[src/rtl/psx_info_pkg.sv]
// Shared definitions for the savestate/rewind info overlay: message codes,
// controller state encoding and default geometry.
package psx_info_pkg;

  localparam int MSG_LEN_DEF  = 16;
  localparam int NUM_MSGS_DEF = 16;

  // Message codes as issued by the savestate UI
  localparam logic [7:0] MSG_HELP       = 8'd1;
  localparam logic [7:0] MSG_SLOT_FIRST = 8'd2;
  localparam logic [7:0] MSG_SLOT_LAST  = 8'd5;
  localparam logic [7:0] MSG_SAVE_FIRST = 8'd6;
  localparam logic [7:0] MSG_LOAD_FIRST = 8'd10;
  localparam logic [7:0] MSG_LOAD_LAST  = 8'd13;
  localparam logic [7:0] MSG_REWIND     = 8'd14;

  typedef enum logic [1:0] {
    ST_IDLE,
    ST_ADDR,
    ST_WRITE,
    ST_SHOW
  } info_state_t;

  // Code 0 is "no message"; anything past the ROM is dropped.
  function automatic logic code_valid(input logic [7:0] code, input int num_msgs);
    return (code != 8'd0) && (int'(code) < num_msgs);
  endfunction

endpackage

[src/rtl/psx_info_display_timer.sv]
// Display timer: clearable up-counter that saturates at its MSB and flags
// the cycle on which the MSB is about to be reached.
module info_display_timer #(
  parameter int WIDTH = 26
) (
  input  logic clk,
  input  logic reset_n,
  input  logic clr_i,
  input  logic en_i,
  output logic expire_o
);

  logic [WIDTH-1:0] cnt_q;
  logic [WIDTH-1:0] cnt_inc;

  assign cnt_inc = cnt_q + WIDTH'(1);
  // Flag one count early so the owner leaves after exactly 2^(WIDTH-1) cycles.
  assign expire_o = en_i & ~clr_i & cnt_inc[WIDTH-1];

  always_ff @(posedge clk or negedge reset_n) begin
    if (!reset_n) begin
      cnt_q <= '0;
    end else if (clr_i) begin
      cnt_q <= '0;
    end else if (en_i && !cnt_q[WIDTH-1]) begin
      cnt_q <= cnt_inc;
    end
  end

endmodule

[src/rtl/psx_info_display.sv]
// Info-request consumer: copies a fixed-length message from the external ROM
// into the OSD line buffer, then shows the overlay for a fixed time.
module psx_info_display
  import psx_info_pkg::*;
#(
  parameter  int DISPLAY_TIME_BITS = 26,
  parameter  int MSG_LEN           = MSG_LEN_DEF,
  parameter  int NUM_MSGS          = NUM_MSGS_DEF,
  localparam int AW                = $clog2(NUM_MSGS*MSG_LEN),
  localparam int IW                = $clog2(MSG_LEN),
  localparam int CW                = $clog2(NUM_MSGS)
) (
  input  logic          clk,
  input  logic          reset_n,
  input  logic          psx_info_req,
  input  logic [7:0]    psx_info,
  output logic [AW-1:0] rom_addr,
  input  logic [7:0]    rom_data,
  output logic          txt_we,
  output logic [IW-1:0] txt_addr,
  output logic [7:0]    txt_data,
  output logic          overlay_en,
  output logic          busy
);

  info_state_t   state_q;
  logic [CW-1:0] cur_code_q;
  logic [CW-1:0] pend_code_q;
  logic          pend_vld_q;
  logic [IW-1:0] idx_q;
  logic [AW-1:0] rom_addr_q;
  logic          txt_we_q;
  logic [IW-1:0] txt_addr_q;
  logic          overlay_q;
  logic          busy_q;

  logic          req_ok;
  logic [CW-1:0] req_code;
  logic          last_char;
  logic [IW-1:0] idx_nxt;
  logic          start_vld;
  logic [CW-1:0] start_code;
  logic          tmr_clr;
  logic          tmr_en;
  logic          tmr_exp;

  assign req_ok    = psx_info_req && code_valid(psx_info, NUM_MSGS);
  assign req_code  = psx_info[CW-1:0];
  assign last_char = &idx_q;
  assign idx_nxt   = idx_q + IW'(1);

  // A new copy starts from IDLE, on a different code in SHOW, or at the end
  // of a copy when a request is waiting (a same-cycle request beats the
  // stored one, so the latest always wins).
  always_comb begin
    start_vld  = 1'b0;
    start_code = req_code;
    unique case (state_q)
      ST_IDLE:  start_vld = req_ok;
      ST_SHOW:  start_vld = req_ok && (req_code != cur_code_q);
      ST_WRITE: begin
        if (last_char) begin
          start_vld  = req_ok || pend_vld_q;
          start_code = req_ok ? req_code : pend_code_q;
        end
      end
      default:  start_vld = 1'b0;
    endcase
  end

  assign tmr_en  = (state_q == ST_SHOW);
  assign tmr_clr = (state_q == ST_WRITE && last_char && !req_ok && !pend_vld_q) ||
                   (state_q == ST_SHOW && req_ok && req_code == cur_code_q);

  info_display_timer #(
    .WIDTH (DISPLAY_TIME_BITS)
  ) u_timer (
    .clk      (clk),
    .reset_n  (reset_n),
    .clr_i    (tmr_clr),
    .en_i     (tmr_en),
    .expire_o (tmr_exp)
  );

  always_ff @(posedge clk or negedge reset_n) begin
    if (!reset_n) begin
      state_q     <= ST_IDLE;
      cur_code_q  <= '0;
      pend_code_q <= '0;
      pend_vld_q  <= 1'b0;
      idx_q       <= '0;
      rom_addr_q  <= '0;
      txt_we_q    <= 1'b0;
      txt_addr_q  <= '0;
      overlay_q   <= 1'b0;
      busy_q      <= 1'b0;
    end else begin
      txt_we_q <= 1'b0;
      if (start_vld) begin
        state_q    <= ST_ADDR;
        cur_code_q <= start_code;
        idx_q      <= '0;
        rom_addr_q <= {start_code, {IW{1'b0}}};
        pend_vld_q <= 1'b0;
        overlay_q  <= 1'b0;
        busy_q     <= 1'b1;
      end else begin
        unique case (state_q)
          ST_ADDR: begin
            state_q    <= ST_WRITE;
            txt_we_q   <= 1'b1;
            txt_addr_q <= idx_q;
          end
          ST_WRITE: begin
            if (!last_char) begin
              state_q    <= ST_ADDR;
              idx_q      <= idx_nxt;
              rom_addr_q <= {cur_code_q, idx_nxt};
            end else begin
              state_q   <= ST_SHOW;
              busy_q    <= 1'b0;
              overlay_q <= 1'b1;
            end
          end
          ST_SHOW: begin
            if (tmr_exp) begin
              state_q   <= ST_IDLE;
              overlay_q <= 1'b0;
            end
          end
          default: ;
        endcase
      end
      // Requests arriving mid-copy wait in a single slot until it finishes.
      if (req_ok && (state_q == ST_ADDR || (state_q == ST_WRITE && !last_char))) begin
        pend_vld_q  <= 1'b1;
        pend_code_q <= req_code;
      end
    end
  end

  assign rom_addr   = rom_addr_q;
  assign txt_we     = txt_we_q;
  assign txt_addr   = txt_addr_q;
  // The ROM's output register supplies the character in the WRITE cycle.
  assign txt_data   = txt_we_q ? rom_data : 8'd0;
  assign overlay_en = overlay_q;
  assign busy       = busy_q;

endmodule

[config.mk]
export PLATFORM = sky130hd
export DESIGN_NAME = psx_info_display
export DESIGN_NICKNAME = d
export VERILOG_FILES = /design/src/rtl/psx_info_pkg.sv /design/src/rtl/psx_info_display_timer.sv /design/src/rtl/psx_info_display.sv
export SDC_FILE = /design/constraint.sdc
export NUM_CORES = 1
export LEC_CHECK = 0
export ABC_AREA = 1
export ABC_CLOCK_PERIOD_IN_PS = 1700
export BUFFER_PORTS_ARGS = -buffer_cell sky130_fd_sc_hd__buf_2
export CAP_MARGIN = 25
export CORE_MARGIN = 2
export CORE_UTILIZATION = 50
export CTS_CLUSTER_DIAMETER = 30
export DETAILED_ROUTE_END_ITERATION = 10
export MAX_ROUTING_LAYER = met4
export PLACE_DENSITY = 0.75
export SLEW_MARGIN = 0
export SYNTH_ARGS = -nofsm -noshare
export SYNTH_HDL_FRONTEND = slang
export SYNTH_SLANG_ARGS = --single-unit
[constraint.sdc]
create_clock -name clk -period 1.7 [get_ports clk]
set_clock_uncertainty 0.2 [all_clocks]
set_input_delay 0.17 -clock clk [delete_from_list [all_inputs] [get_ports clk]]
set_output_delay 0.17 -clock clk [all_outputs]
set_load 0.02 [all_outputs]
==> out/results.txt <==
Placer Congestion: 0.920
final non-filler cell total: 615
die span in x: 83.3 um
startpoint types: flip-flop
I/O Pins: 42
CP cell instances: ha_4, nand2_2, inv_2, nand2_4, nor2_8, nand2_1, o21ai_0, o21ai_2, nand2_1, nand2_1
post-route core utilization: 75.3%
Netlist Area Pre-Place: 3150 sq um
final setup vio count: 47
Worst Tran Pin Value: 0.497 ns
Detailed Route Iter0 Violations: 184
CP peak stage delay: 0.40 ns
top library cells by usage in the layout, fill and taps aside: nand2_1 (125), buf_4 (52), inv_1 (49), dfrtp_1 (49), buf_2 (41)
flops & latches, synth: 52
port bufs: 41
fillers: 396
Clk pin slew, worst setup/hold paths: 0.10 ns
PwrDens: 1380 nW/um^2
HPWL after detailed placement: 6.13 mm
FF/Latch Area: 1310 sq um
Hold Crit Class: in2reg
leakage power: 2.30 nW
Layout area overhead: 43.2%
relative slew slack: 66.9%
cell taking the most area after synthesis: dfrtp_1
Max Slew Vio Count: 0
Worst path most repeated cell: nand2_1
CTS tree: yes
multi-input logic area: 1870 sq um
Routed WL per cell: 14.8 um
Pwr Total: 6.21 mW
DR vias: 3267
Layout Cell Area excl Fill: 4510 sq um
Residual DRC: 0
clk buf depth: 2
Seq/Total Area, Yosys: 41.3%
Synth Instances: 424
Clock Tree Root: clkbuf_8
warnings from Yosys: 0
Peak VDD IR: 0.934 mV
origin of the critical flop-to-flop path: idx_q[1]
outcome: finished, violations left
CP bufs+invs: 1
vias per cell: 5.31
register-to-register setup slack: -0.23 ns
WS Path Type: reg2reg
Congestion Overflow GR: 0
Synth Flop Type: dfrtp_1
Max H-tree Level: 2
CTS Buf Count: 5
RSZ-0062 raised after global routing: true
worst path arrival time: 1.94 ns
max_cap viols: 0
Inst Count DP: 594
ANT cells: 0
Post-synth ARST share: 100%
Hold Startpoint: psx_info[3]
share of cells above drive strength 1: 38.1%
CP required: 1.72 ns
Crit. End Element: flip-flop
die height: 83.3 um
first-pass GRT wire length: 14.5 mm
clk_lat worst skew: 0.32 ns
number of flops mapped to enable cells by yosys: 0
Starting Density: 52.5%
gr usage total: 26.2%
pre-CTS setup slack: -0.233 ns
Synth top area share: 41.3%
Total Wirelength: 9.08 mm
setup ws final: -0.228 ns
area of the core: 5990 sq um
vias in the first global route: 3168
Netlist cell types: 30
DIE AREA: 6950 sq um
crit path from: idx_q[1]
commonest non-fill, non-tap cell in the layout: nand2_1
mean post-synth cell area: 7.42 sq um
Std-Cell Rows: 28
crit path max fanout: 8
syn nets: 450
ranking of synthesized cells by area: dfrtp_1 (41%), nand2_1 (17%), inv_1 (6.2%)
crit path max-delay cell type: dfrtp_2
top cell family by delay on the critical path: simple AND/OR/NAND/NOR gates
nets: 565
minimum clock period: 1.93 ns
drt first pass iters: 5
antenna-violating nets left: 0
clk sinks: 52
failing checks: hold timing, setup timing
final hold violation count: 1
crit share post-route: 113%
DP Area: 3960 sq um
largest net degree at the start of global routing: 21
final hold slack: -0.0136 ns
max frequency: 0.519 GHz
initial antenna violation count: 0
final timing paths:
check | end | depth (start not counted)
hold reg to reg | txt_addr[2] | 2
hold / removal | pend_code_q[3] | 3
setup reg to reg | rom_addr[6] | 10
min in group asynchronous | pend_code_q[2] | 2
max in group asynchronous | u_timer.cnt_q[18] | 3
setup / recovery | rom_addr[6] | 10
what timing repair did:
item	CTS	global route
hold buffers	2	0
resized for setup	48	43
buffers inserted	9	4
setup endpoints to repair	46	47
hold endpoints to repair	53	0
pin swaps	21	16
cell families (layout without fill, tap and decap cells):
family / count (synthesis) / after routing / share of synthesized area [%]
buffers and inverters: 67 / 183 / 8.86
xor gates and xnor gates: 17 / 17 / 4.73
and+or+nand+nor: 237 / 237 / 32.9
adders and majority gates: 7 / 7 / 2.78
DFF: 52 / 52 / 41.3
AOI/OAI and AO/OA: 44 / 44 / 9.34
metrics by stage:
stage	TNS (ns)	hold WS (ns)
after detailed placement	-5.33	-0.0483
after floorplan	-3.22	-0.326
after CTS	-4.54	0.0159
after global placement	-3.09	-0.0571
final	-6.47	-0.0136
after global routing	-9.86	0.0186
cells in the mapped netlist (6+ instances only):
master,instances
o21ai_0,20
inv_2,6
nand2_2,6
nor3_1,7
inv_1,52
nor2_1,39
nand2_1,141
nand4_1,11
xor2_1,13
nand3_1,24
dfrtp_1,52
ha_1,7
o31ai_1,6
state kept, by name, summed over array words and instances, names as in the netlist:
signal and count:
u_timer.cnt_q 26, busy 1, pend_code_q 4, state_q 2, txt_we 1, txt_addr 4, idx_q 3, cur_code_q 4
rom_addr 5, pend_vld_q 1, overlay_en 1
metal layers:
metal,global-route usage [%],vias up,routed length (um)
li1,-,1560,-
met2,42.9,117,4560
met4,8.49,0,163
met3,3.98,15,423
met1,33.6,1575,3930
met5,-,-,0
tightest hold or removal path, cell delays in order:
cell,delay (ns)
buf_2,0.11
inv_1,0.10
o21ai_1,0.09
cell type report:
class                           instances  area share, %
Sequential cell                        52           28.9
Inverter                               59           5.24
Clock inverter                          1          0.194
Timing Repair Buffer                  116           20.1
Clock buffer                            7           1.91
Multi-Input combinational cell        305           41.6
Tap cell                               75           2.08
where the power goes:
group / total (mW) / internal, mW / switching, mW / leakage (nW)
Sequential: 2.01 / 1.66 / 0.347 / 0.669
Clock: 0.773 / 0.335 / 0.438 / 0.0484
Combinational: 3.43 / 1.49 / 1.93 / 1.58
(Power assumes the default switching activity.)
